==> src/rtl/display_arbiter.sv <==
// display_arbiter: round-robin owner of the shared 4-digit hex display.
// Each grant is held for HOLD_CYCLES clocks so the value stays readable.
module display_arbiter #(
    parameter int          NREQ        = 4,
    parameter int          HOLD_CYCLES = 50000000,
    parameter logic [15:0] IDLE_VALUE  = 16'h0000
) (
    input  logic                 clk,
    input  logic                 reset,
    input  logic [NREQ-1:0]      req,
    input  logic [16*NREQ-1:0]   req_data,
    output logic [NREQ-1:0]      gnt,
    output logic [2:0]           owner,
    output logic [15:0]          disp_data,
    output logic                 busy
);
    localparam int PW = $clog2(NREQ);
    localparam int CL = $clog2(HOLD_CYCLES);
    localparam int CW = (CL < 1) ? 1 : CL;
    localparam logic [CW-1:0] RELOAD = CW'(HOLD_CYCLES - 1);

    typedef enum logic {IDLE, HOLD} state_t;

    state_t            state, state_nxt;
    logic [CW-1:0]     cnt, cnt_nxt;
    logic [PW-1:0]     ptr, ptr_nxt, win, win_inc;
    logic [NREQ-1:0]   cand, gnt_nxt;
    logic [2*NREQ-1:0] dbl;
    logic [PW:0]       off, sum;
    logic [2:0]        owner_nxt;
    logic [15:0]       disp_nxt, own_data, win_data;
    logic              found, own_req, expired;

    // The current owner is never a candidate; in IDLE gnt is zero.
    assign cand    = req & ~gnt;
    assign own_req = |(req & gnt);
    assign expired = (cnt == '0);
    assign busy    = (state == HOLD);
    assign win_inc = (win == PW'(NREQ - 1)) ? '0 : win + 1'b1;

    // Rotate candidates so the pointer sits at bit 0, take the lowest set bit.
    always_comb begin
        found = 1'b0;
        off   = '0;
        dbl   = {cand, cand} >> ptr;
        for (int k = NREQ - 1; k >= 0; k--) begin
            if (dbl[k]) begin
                found = 1'b1;
                off   = (PW+1)'(k);
            end
        end
        sum = {1'b0, ptr} + off;
        if (sum >= (PW+1)'(NREQ))
            win = PW'(sum - (PW+1)'(NREQ));
        else
            win = PW'(sum);
    end

    // Only the selected slice is ever looked at.
    always_comb begin
        own_data = IDLE_VALUE;
        win_data = IDLE_VALUE;
        for (int i = 0; i < NREQ; i++) begin
            if (gnt[i])
                own_data = req_data[16*i +: 16];
            if (win == PW'(i))
                win_data = req_data[16*i +: 16];
        end
    end

    always_comb begin
        state_nxt = state;
        unique case (state)
            IDLE: if (found) state_nxt = HOLD;
            HOLD: if (expired && !found && !own_req)
                      state_nxt = IDLE;
            default: state_nxt = IDLE;
        endcase
    end

    always_comb begin
        gnt_nxt   = gnt;
        owner_nxt = owner;
        ptr_nxt   = ptr;
        cnt_nxt   = cnt;
        disp_nxt  = disp_data;
        unique case (state)
            IDLE: begin
                if (found) begin
                    gnt_nxt   = NREQ'(1) << win;
                    owner_nxt = 3'(win);
                    ptr_nxt   = win_inc;
                    cnt_nxt   = RELOAD;
                end
            end
            HOLD: begin
                if (own_req)
                    disp_nxt = own_data;
                if (!expired) begin
                    cnt_nxt = cnt - 1'b1;
                end else if (found) begin
                    gnt_nxt   = NREQ'(1) << win;
                    owner_nxt = 3'(win);
                    ptr_nxt   = win_inc;
                    cnt_nxt   = RELOAD;
                    disp_nxt  = win_data;
                end else if (own_req) begin
                    cnt_nxt = RELOAD;
                end else begin
                    gnt_nxt  = '0;
                    disp_nxt = IDLE_VALUE;
                end
            end
            default: ;
        endcase
    end

    always_ff @(posedge clk or posedge reset) begin
        if (reset) begin
            state     <= IDLE;
            gnt       <= '0;
            owner     <= '0;
            ptr       <= '0;
            cnt       <= '0;
            disp_data <= IDLE_VALUE;
        end else begin
            state     <= state_nxt;
            gnt       <= gnt_nxt;
            owner     <= owner_nxt;
            ptr       <= ptr_nxt;
            cnt       <= cnt_nxt;
            disp_data <= disp_nxt;
        end
    end
endmodule

==> config.mk <==
export PLATFORM = sky130hd
export DESIGN_NAME = display_arbiter
export DESIGN_NICKNAME = d
export VERILOG_FILES = /design/src/rtl/display_arbiter.sv
export SDC_FILE = /design/constraint.sdc
export NUM_CORES = 1
export LEC_CHECK = 0
export ABC_AREA = 1
export ABC_CLOCK_PERIOD_IN_PS = 3700
export CORE_UTILIZATION = 25
export CTS_CLUSTER_DIAMETER = 40
export DETAILED_ROUTE_END_ITERATION = 10
export PLACE_DENSITY = 0.45
export SLEW_MARGIN = 0
export SYNTH_ARGS = -nofsm -noshare
export SYNTH_HDL_FRONTEND = slang
export SYNTH_SLANG_ARGS = --single-unit
==> constraint.sdc <==
create_clock -name clk -period 3.7 [get_ports clk]
set_input_delay 0.74 -clock clk [delete_from_list [all_inputs] [get_ports clk]]
set_output_delay 0.74 -clock clk [all_outputs]
set_load 0.05 [all_outputs]
Word level (Yosys, flattened, before mapping):

Index checks and enable logic that the tools add are counted.

* reduce and logical (&&, ||, !) cells: 9
* $add $sub $neg: 4
* shift operators: 2
* bitwise gates (word level): 4
* div/mod/pow operators: 0
* mux-type cells: 41
* multiply operators: 0
* eq/ne operators: 7
* $lt $le $gt $ge: 1

Operator list (number)
* two-way mux 16 bit: 12
* two-way mux 26 bit: 4
* one-hot mux 26 bit (2 select lines): 1
* logical NOT 26 bit: 1
* subtractor 26 x 1 -> 26 bit (second input constant): 1
* two-way mux 4 bit: 4
* two-way mux 2 bit: 6
* two-way mux 3 bit: 4
* bitwise AND 4 bit: 2
* one-hot mux 4 bit (2 select lines): 1
* >> shifter 8 x 2 -> 4 bit: 1
* two-way mux 1 bit: 6
* one-hot mux 3 bit (2 select lines): 1
* == test 2 bit (second input constant): 2
* inequality test 4 bit (second input constant): 1
* inverter 4 bit: 1
* one-hot mux 2 bit (2 select lines): 1
* OR reduction 4 bit: 1
* left shift 1 x 2 -> 4 bit (first input constant): 1
* adder 2 x 3 -> 3 bit: 1
* greater-or-equal comparator 3 bit (second input constant): 1
* inequality test 3 bit (second input constant): 1
* AND reduction 3 bit: 1
* adder 2 x 1 -> 2 bit (second input constant): 1
* other kinds (10): 12

* memory bits (read-only): 0
* memories kept: 0
* register bits: 52
* bits in latches: 0
* output and inout bits: 24
* input bits: 70
* RAM bits: 0

Depth between registers and ports, before layout:

Gate-level depths: netlist of the first run.

* depth in word-level cells: 17
* mapped depth: 24
* gate-level depth less buffers: 22

Least setup slack after synthesis of the first run:

Ideal clock, no wire load.

* path kind: register -> register
* start point: reg gnt[0]
* end point: reg disp_data[0]
* path buffers: 3
* arrival time: 3219 ps
* period minus slack after synthesis: 3284 ps
* setup slack: 416 ps
* library setup time: 65 ps
* required time: 3635 ps
* cell stages (with the launch flop): 25
* cell sequence: dfrtp_1 > buf_2 > inv_1 > nand3_1 > nand3_1 > nand2_1 > nand3_1 > a21boi_0 > ha_1 > xor2_1 > nand3b_1 > nand2_1 > inv_1 > ha_1 > buf_2 > nor2_1 > buf_2 > nand2_1 > nand2_1 > o21ai_0 > nand2_1 > o21ai_0 > nand2_1 > nand3_1 > nand2_1

* cells in the longest elaborated chain, start to end: 17

Ends and longest elaborated chain
* start: declaration: RTL line 12 `output logic [NREQ-1:0] gnt,`
* start signal: assignment: RTL line 128 `gnt <= gnt_nxt;`
* inverter 4 bit (*): RTL line 35 `assign cand = req & ~gnt;`
* bitwise AND 4 bit (*): RTL line 35
* >> shifter 8 x 2 -> 4 bit (*): RTL line 45 `dbl = {cand, cand} >> ptr;`
* two-way mux 2 bit (2 in a row): RTL line 47 `if (dbl[k]) begin`
* two-way mux 3 bit: RTL line 47
* two-way mux 3 bit (*): RTL line 47
* adder 2 x 3 -> 3 bit (*): RTL line 52 `sum = {1'b0, ptr} + off;`
* via sum[1]: RTL line 29 `logic [PW:0] off, sum;`
* greater-or-equal comparator 3 bit / subtractor 2 x 1 -> 2 bit (equally long branches): RTL line 53, 54
* two-way mux 2 bit (*): RTL line 53 `if (sum >= (PW+1)'(NREQ))`
* logical NOT 2 bit: RTL line 66 `if (win == PW'(i))`
* two-way mux 16 bit (3 in a row): RTL line 66
* two-way mux 16 bit (*): RTL line 66
* two-way mux 16 bit (*): RTL line 101 `end else if (found) begin`
* two-way mux 16 bit (*): RTL line 99 `if (!expired) begin`
* end signal: assignment: RTL line 132 `disp_data <= disp_nxt;`
* end: declaration: RTL line 14 `output logic [15:0] disp_data,`

The timed path passes the listed nets; every way through them passes the cells marked *.
A chain may end at the register's enable or synchronous reset.

Final worst setup path of the first run:

* start point: in req[3]
* end point: reg disp_data[11]

* cells in the longest elaborated chain, start to end: 16

Ends and longest elaborated chain
* start: declaration: RTL line 10 `input logic [NREQ-1:0] req,`
* bitwise AND 4 bit (*): RTL line 35
* >> shifter 8 x 2 -> 4 bit (*): RTL line 45
* two-way mux 2 bit (2 in a row): RTL line 47
* two-way mux 3 bit: RTL line 47
* two-way mux 3 bit (*): RTL line 47
* adder 2 x 3 -> 3 bit (*): RTL line 52
* via sum[1]: RTL line 29
* greater-or-equal comparator 3 bit / subtractor 2 x 1 -> 2 bit (equally long branches): RTL line 53, 54
* two-way mux 2 bit (*): RTL line 53
* logical NOT 2 bit: RTL line 66
* two-way mux 16 bit (3 in a row): RTL line 66
* two-way mux 16 bit (*): RTL line 66
* two-way mux 16 bit (*): RTL line 101
* two-way mux 16 bit (*): RTL line 99

Marks and branches as above.

==> results of run 1 <==
-- sequential cells by signal, indices dropped and copies added (netlist names) --
signal,cells
busy,1
owner,2
disp_data,16
ptr,2
gnt,4
cnt,26
-- area by class of cell --
| cell class | count | area [µm²] |
|---|---|---|
| clock buffer | 5 | 125 |
| sequential | 51 | 1280 |
| fill | 2030 | 12200 |
| inverter | 37 | 144 |
| tap | 229 | 287 |
| timing repair buffer | 114 | 1110 |
| multi-input combinational | 663 | 3100 |
| clock inverter | 3 | 46.3 |
-- power breakdown --
group | total [mW] | switching [mW] | internal [mW]
sequential | 0.557 | 0 | 0.557
clock | 0.577 | 0.254 | 0.323
combinational | 0.231 | 0.117 | 0.114
total | 1.37 | 0.371 | 0.994
-- critical path: stages --
cell and delay [ps]:
clkdlybuf4s50_1 510, nand3_1 110, nand3_1 100, nand2_1 80, nand3_1 80, a21boi_0 80, ha_1 200, xor2_1 150
nand3b_1 160, nand2_1 130, inv_1 80, ha_1 230, buf_4 180, a21oi_1 120, nand2_1 60, o21ai_0 120
nand2_1 80, o21ai_0 100, nand2_1 80, nand3_1 90, nand2_1 50
-- cells by family (layout without fill, tap and decap cells) --
family                     after synthesis  after routing
adders and majority gates                6              6
and+or+nand+nor                        532            532
DFF                                     51             51
AOI/OAI and AO/OA                      120            120
buffers and inverters                   78            159
other                                    1              1
xor gates and xnor gates                 4              4
-- how the worst max path moves through the flow --
stage,startpoint,end,slack [ps],cells after the start
6_report,req[3],disp_data[11],350,21
2_1_floorplan,gnt[0],disp_data[0],420,24
3_5_place_dp,req[3],disp_data[9],20,22
3_3_place_gp,req[3],disp_data[7],40,19
5_1_grt,req[1],disp_data[1],10,19
4_1_cts,req[3],disp_data[12],320,22
-- repair_timing --
item                       4_1_cts  5_1_grt
resized for setup                0        2
hold endpoints to repair         0        0
setup endpoints to repair        0        9
hold buffers                     0        0
-- routing by layer --
layer,GRT usage [%],vias to the layer above,part of all wire [%]
li1,-,2713,-
met5,0,-,0.081
met2,29.8,114,45
met3,2.92,26,3.4
met1,25.6,2466,49
met4,6.07,2,2.7
-- layout by cell type, fill, tap and decap left out, types with 2 or more instances in the layout --
master / instances
a21boi_0: 11
a21boi_1: 6
a21oi_1: 36
buf_12: 2
buf_4: 20
clkbuf_16: 5
clkdlybuf4s50_1: 92
dfrtp_1: 51
ha_1: 6
inv_1: 34
inv_4: 2
nand2_1: 330
nand2_2: 8
nand2_4: 3
nand3_1: 82
nand3b_1: 2
nand4_1: 18
nor2_1: 73
nor2_2: 4
nor2_4: 4
o21ai_0: 50
o21ai_1: 2
o21ai_2: 14
or2_2: 5
xor2_1: 4
==> results.sh, run 1 <==
export IMPL_status="finished, final reports clean"
export IMPL_clkSinkCount=51
export IMPL_synth_edf_count=0
export IMPL_place_congestion=0.861
export IMPL_relSlewSlack_pct=43.4
export IMPL_drt_pass1_iter_count=5
export IMPL_grt_pass1_wl_um=28800
export IMPL_tns_ps=0
export IMPL_hp_class="reg2reg"
export IMPL_remaining_drc_errors=0
export IMPL_synth_compound_area_share_pct=14.8
export IMPL_grt_overflow=0
export IMPL_synthTopCellsByArea="dfrtp_1 (27%), nand2_1 (26%), nand3_1 (8.7%)"
export IMPL_layout_setup_ws_ps=351
export IMPL_final_area_um2=6090
export IMPL_num_rows=49
export IMPL_antenna_cells=0
export IMPL_yosysMostFrequentCell="nand2_1"
export IMPL_timing_rr_start="ptr[0]"
export IMPL_hold_depth=2
export IMPL_drt_iter0_drc=272
export IMPL_clock_root_buffer="clkbuf_16"
export IMPL_numPortBuffers=92
export IMPL_placed_area_um2=5910
export IMPL_synth_fa_ha_area_share_pct=1.58
export IMPL_vias=5321
export IMPL_rsz0062_at_grt="false"
export IMPL_ios=94
export IMPL_ir_drop_mv=0.178
export IMPL_synth_yosys_seq_area_share_pct=26.9
export IMPL_rr_worst_depth=21
export IMPL_syn_avg_cell_area_um2=5.99
export IMPL_clk_pin_slew_ps=80
export IMPL_die_h_um=140
export IMPL_nNetsFinal=948
export IMPL_dpl_hpwl_um=12900
export IMPL_synthCells=792
export IMPL_p_leak_nw=2.84
export IMPL_synth_simple_gate_area_share_pct=48.0
export IMPL_holdWs_ps=536
export IMPL_ys_types=31
export IMPL_regToRegSetupSlack_ps=630
export IMPL_critPathArrivalTime_ps=3550
export IMPL_crit_required_ps=3900
export IMPL_final_cells=1102
export IMPL_synth_top_family_by_area="simple AND/OR/NAND/NOR gates"
export IMPL_grt_max_degree=36
export IMPL_worst_setup_path_type="in2reg"
export IMPL_numCtsBuffers=5
export IMPL_hold_viol=0
export IMPL_drt_wl_total_um=17300
export IMPL_ys_seq_elements=51
export IMPL_period_share_pct=90.5
export IMPL_fmax_mhz=299
export IMPL_synth_area_um2=4740
export IMPL_synth_xor_area_share_pct=0.739
export IMPL_post_place_ws_ps=16.2
export IMPL_initial_core_util_pct=25.9
export IMPL_maxCapViolCount=0
export IMPL_grt_pass1_vias=5391
export IMPL_finalSetupViolCount=0
export IMPL_slew_viol_final=0
export IMPL_clkLatencyLatePin_ps=310
export IMPL_die_x_um=140
export IMPL_track_usage_pct=18.7
export IMPL_worst_path_max_fanout=8
export IMPL_dp_cells=1094
export IMPL_yosysWarnings=0
export IMPL_async_flop_share_pct=100
export IMPL_cts_max_path_buffers=2
export IMPL_fin_util_pct=33.3
export IMPL_core_area_um2=18300
export IMPL_p_total_mw=1.37
export IMPL_hold_start="owner[1]"
export IMPL_area_delta_synth_final_pct=28.4
export IMPL_max_slew_worst_pin_slew_ps=848
export IMPL_htree_levels=2
export IMPL_synth_top_area_cell="dfrtp_1"
export IMPL_synth_ff_type="dfrtp_1"
export IMPL_netlist_top_cells_count="nand2_1 (330), nand3_1 (82), nor2_1 (74), dfrtp_1 (51), o21ai_0 (50)"
export IMPL_powerDensity_nw_per_um2=224
export IMPL_viasPerCell=4.83
export IMPL_drt_antenna_violating_nets=0
export IMPL_finClkSkew_ps=8.88
export IMPL_synth_top_area_share_pct=26.9
export IMPL_worst_setup_path_end_kind="register"
export IMPL_cts_tree="yes"
export IMPL_wire_per_inst_um=15.7
export IMPL_period_needed_ps=3350
export IMPL_synthMuxAreaShare_pct=0
export IMPL_cp_start_kind="input port"
export IMPL_timing_rr_end="disp_data[11]"
export IMPL_dieArea_um2=19500
export IMPL_post_cts_setup_buffer_count=0
export IMPL_drive_gt1_share_pct=8.59
export IMPL_syn_num_nets=868
export IMPL_antenna_found_initial=1
export IMPL_hold_path_end="owner[1]"
(Power assumes the default switching activity.)
==> run 2: changes to the inputs <==
--- a/config.mk
+++ b/config.mk
@@ -6,7 +6,7 @@
 export NUM_CORES = 1
 export LEC_CHECK = 0
 export ABC_AREA = 1
-export ABC_CLOCK_PERIOD_IN_PS = 3700
+export CORE_MARGIN = 3
 export CORE_UTILIZATION = 25
 export CTS_CLUSTER_DIAMETER = 40
 export DETAILED_ROUTE_END_ITERATION = 10
==> run 2 against run 1 <==
  * Clock skew grew 1.2 ps
  * Critical path type unchanged
  * Critical endpoint is now disp_data[6]
  * Cell area shrank 0.49%
  * Cell count is essentially flat
  * Sequential power is essentially flat
==> results.sh, run 2 (synthesis gave the netlist of run 1 again) <==
export IMPL_status="finished, final reports clean"
export IMPL_dieArea_um2=20700
export IMPL_grt_max_degree=36
export IMPL_max_slew_worst_pin_slew_ps=743
export IMPL_slew_viol_final=0
export IMPL_fin_util_pct=33.2
export IMPL_die_x_um=144
export IMPL_relSlewSlack_pct=50.3
export IMPL_timing_rr_start="ptr[0]"
export IMPL_ios=94
export IMPL_dpl_hpwl_um=13200
export IMPL_viasPerCell=4.81
export IMPL_num_rows=49
export IMPL_drt_wl_total_um=17400
export IMPL_fmax_mhz=296
export IMPL_die_h_um=144
export IMPL_register_area_um2=1280
export IMPL_wire_per_inst_um=15.8
export IMPL_critPathArrivalTime_ps=3620
export IMPL_drive_gt1_share_pct=8.49
export IMPL_fillers=2065
export IMPL_largest_register="cnt"
export IMPL_post_place_ws_ps=32.2
export IMPL_drt_antenna_violating_nets=0
export IMPL_antenna_found_initial=0
export IMPL_cts_hold_fix_buffers=0
export IMPL_maxCapViolCount=0
export IMPL_antenna_cells=0
export IMPL_period_share_pct=91.3
export IMPL_multiInputGateArea_um2=3090
export IMPL_grt_pass1_wl_um=28300
export IMPL_nNetsFinal=947
export IMPL_initial_core_util_pct=25.9
export IMPL_drt_pass1_iter_count=5
export IMPL_numCtsBuffers=5
export IMPL_rsz0062_at_grt="true"
export IMPL_clkLatencyLatePin_ps=310
export IMPL_hp_class="reg2reg"
export IMPL_cts_tree="yes"
export IMPL_worst_setup_path_end_kind="register"
export IMPL_hold_viol=0
export IMPL_remaining_drc_errors=0
export IMPL_crit_start="req[3]"
export IMPL_track_usage_pct=17.4
export IMPL_p_leak_nw=2.82
export IMPL_final_cells=1101
export IMPL_regToRegSetupSlack_ps=610
export IMPL_hold_start="owner[1]"
export IMPL_hold_depth=2
export IMPL_largest_register_ffs=26
export IMPL_clock_root_buffer="clkbuf_16"
export IMPL_htree_levels=2
export IMPL_p_total_mw=1.30
export IMPL_layout_common_cells="nand2_1 (330), clkdlybuf4s50_1 (92), nand3_1 (82)"
export IMPL_drt_iter0_drc=353
export IMPL_grt_overflow=0
export IMPL_layout_commonest_cell="nand2_1"
export IMPL_numPortBuffers=92
export IMPL_top_regs="cnt: 26 flops, disp_data: 16 flops, gnt: 4 flops"
export IMPL_area_delta_synth_final_pct=27.8
export IMPL_rr_worst_depth=22
export IMPL_place_congestion=0.861
export IMPL_grt_pass1_vias=5266
export IMPL_layout_setup_ws_ps=322
export IMPL_finalSetupViolCount=0
export IMPL_crit_required_ps=3940
export IMPL_finClkSkew_ps=10.1
export IMPL_worst_path_max_fanout=8
export IMPL_clkSinkCount=51
export IMPL_clk_pin_slew_ps=70
export IMPL_cts_max_path_buffers=2
export IMPL_cp_start_kind="input port"
export IMPL_worst_setup_path_type="in2reg"
export IMPL_core_area_um2=18300
export IMPL_period_needed_ps=3380
export IMPL_powerDensity_nw_per_um2=215
export IMPL_ir_drop_mv=0.169
export IMPL_vias=5301
export IMPL_dp_cells=1093
export IMPL_holdWs_ps=527
## run 2: changes by cell type in the layout (fill, tap and decap cells not counted), sizes merged
cell,before,now
clkinv,0,2
buf,22,21
bufinv,1,0
clkinvlp,1,0
## run 2: layer usage
metal,share of wire [%],GRT usage (%),up-vias
met5,0,0,-
met3,4.5,3.06,17
met1,48,24.2,2440
met2,46,28.2,115
li1,-,-,2729
met4,1.4,3.91,0
## run 2: worst paths after layout
check / to
max in group asynchronous: ptr[1]
worst max-delay path: disp_data[6]
worst min register to register: owner[1]
min in group asynchronous: cnt[4]
worst max register to register: disp_data[6]
worst min-delay path: owner[1]
## run 2: power breakdown
part	leakage, nW	total, mW	internal, mW	switching (mW)
Combinational	2.17	0.227	0.112	0.115
Sequential	0.580	0.557	0.557	0
Clock	0.0759	0.521	0.260	0.261
## run 2: timing repair
action | in CTS | in global routing
endpoints found under the setup margin | 0 | 2
buffers inserted | 0 | 0
gates resized for setup | 0 | 1
## run 2: cell type report
cell class / instances / share of cell area, %
clock buffers: 5 / 2.07
clock inverters: 3 / 0.475
inverters: 37 / 2.38
multi-input cells: 663 / 51.1
flip-flops and latches: 51 / 21.1
well taps: 229 / 4.73
repair buffers: 113 / 18.2
## run 2: per-stage QoR
step / TNS [ps] / instance area (µm²)
after CTS: 0 / 6050
after detailed placement: 0 / 5900
after floorplan: 0 / 4740
after global placement: 0 / 5900
after global routing: -10.3 / 6060
final: 0 / 6060
## run 2: critical path: stages
cell and delay, ps:
clkdlybuf4s50_1 540, nand3_1 120, nand3_1 100, nand2_1 70, nand3_1 70, a21boi_0 90
ha_1 200, xor2_1 150, nand3b_1 160, nand2_1 140, inv_1 80, ha_1 220
nor2_1 150, buf_4 180, nand2_1 60, nand2_1 60, o21ai_0 90, nand2_1 60
o21ai_0 90, nand2_1 80, nand3_1 80, nand2_1 100
==> run 3: changes to the inputs <==
--- a/config.mk
+++ b/config.mk
@@ -10,6 +10,7 @@
 export CORE_UTILIZATION = 25
 export CTS_CLUSTER_DIAMETER = 40
 export DETAILED_ROUTE_END_ITERATION = 10
+export GPL_TIMING_DRIVEN = 1
 export PLACE_DENSITY = 0.45
 export SLEW_MARGIN = 0
 export SYNTH_ARGS = -nofsm -noshare
==> results of run 3 <==
Same layout as run 2: the final DEF is identical, and so are final timing and power.
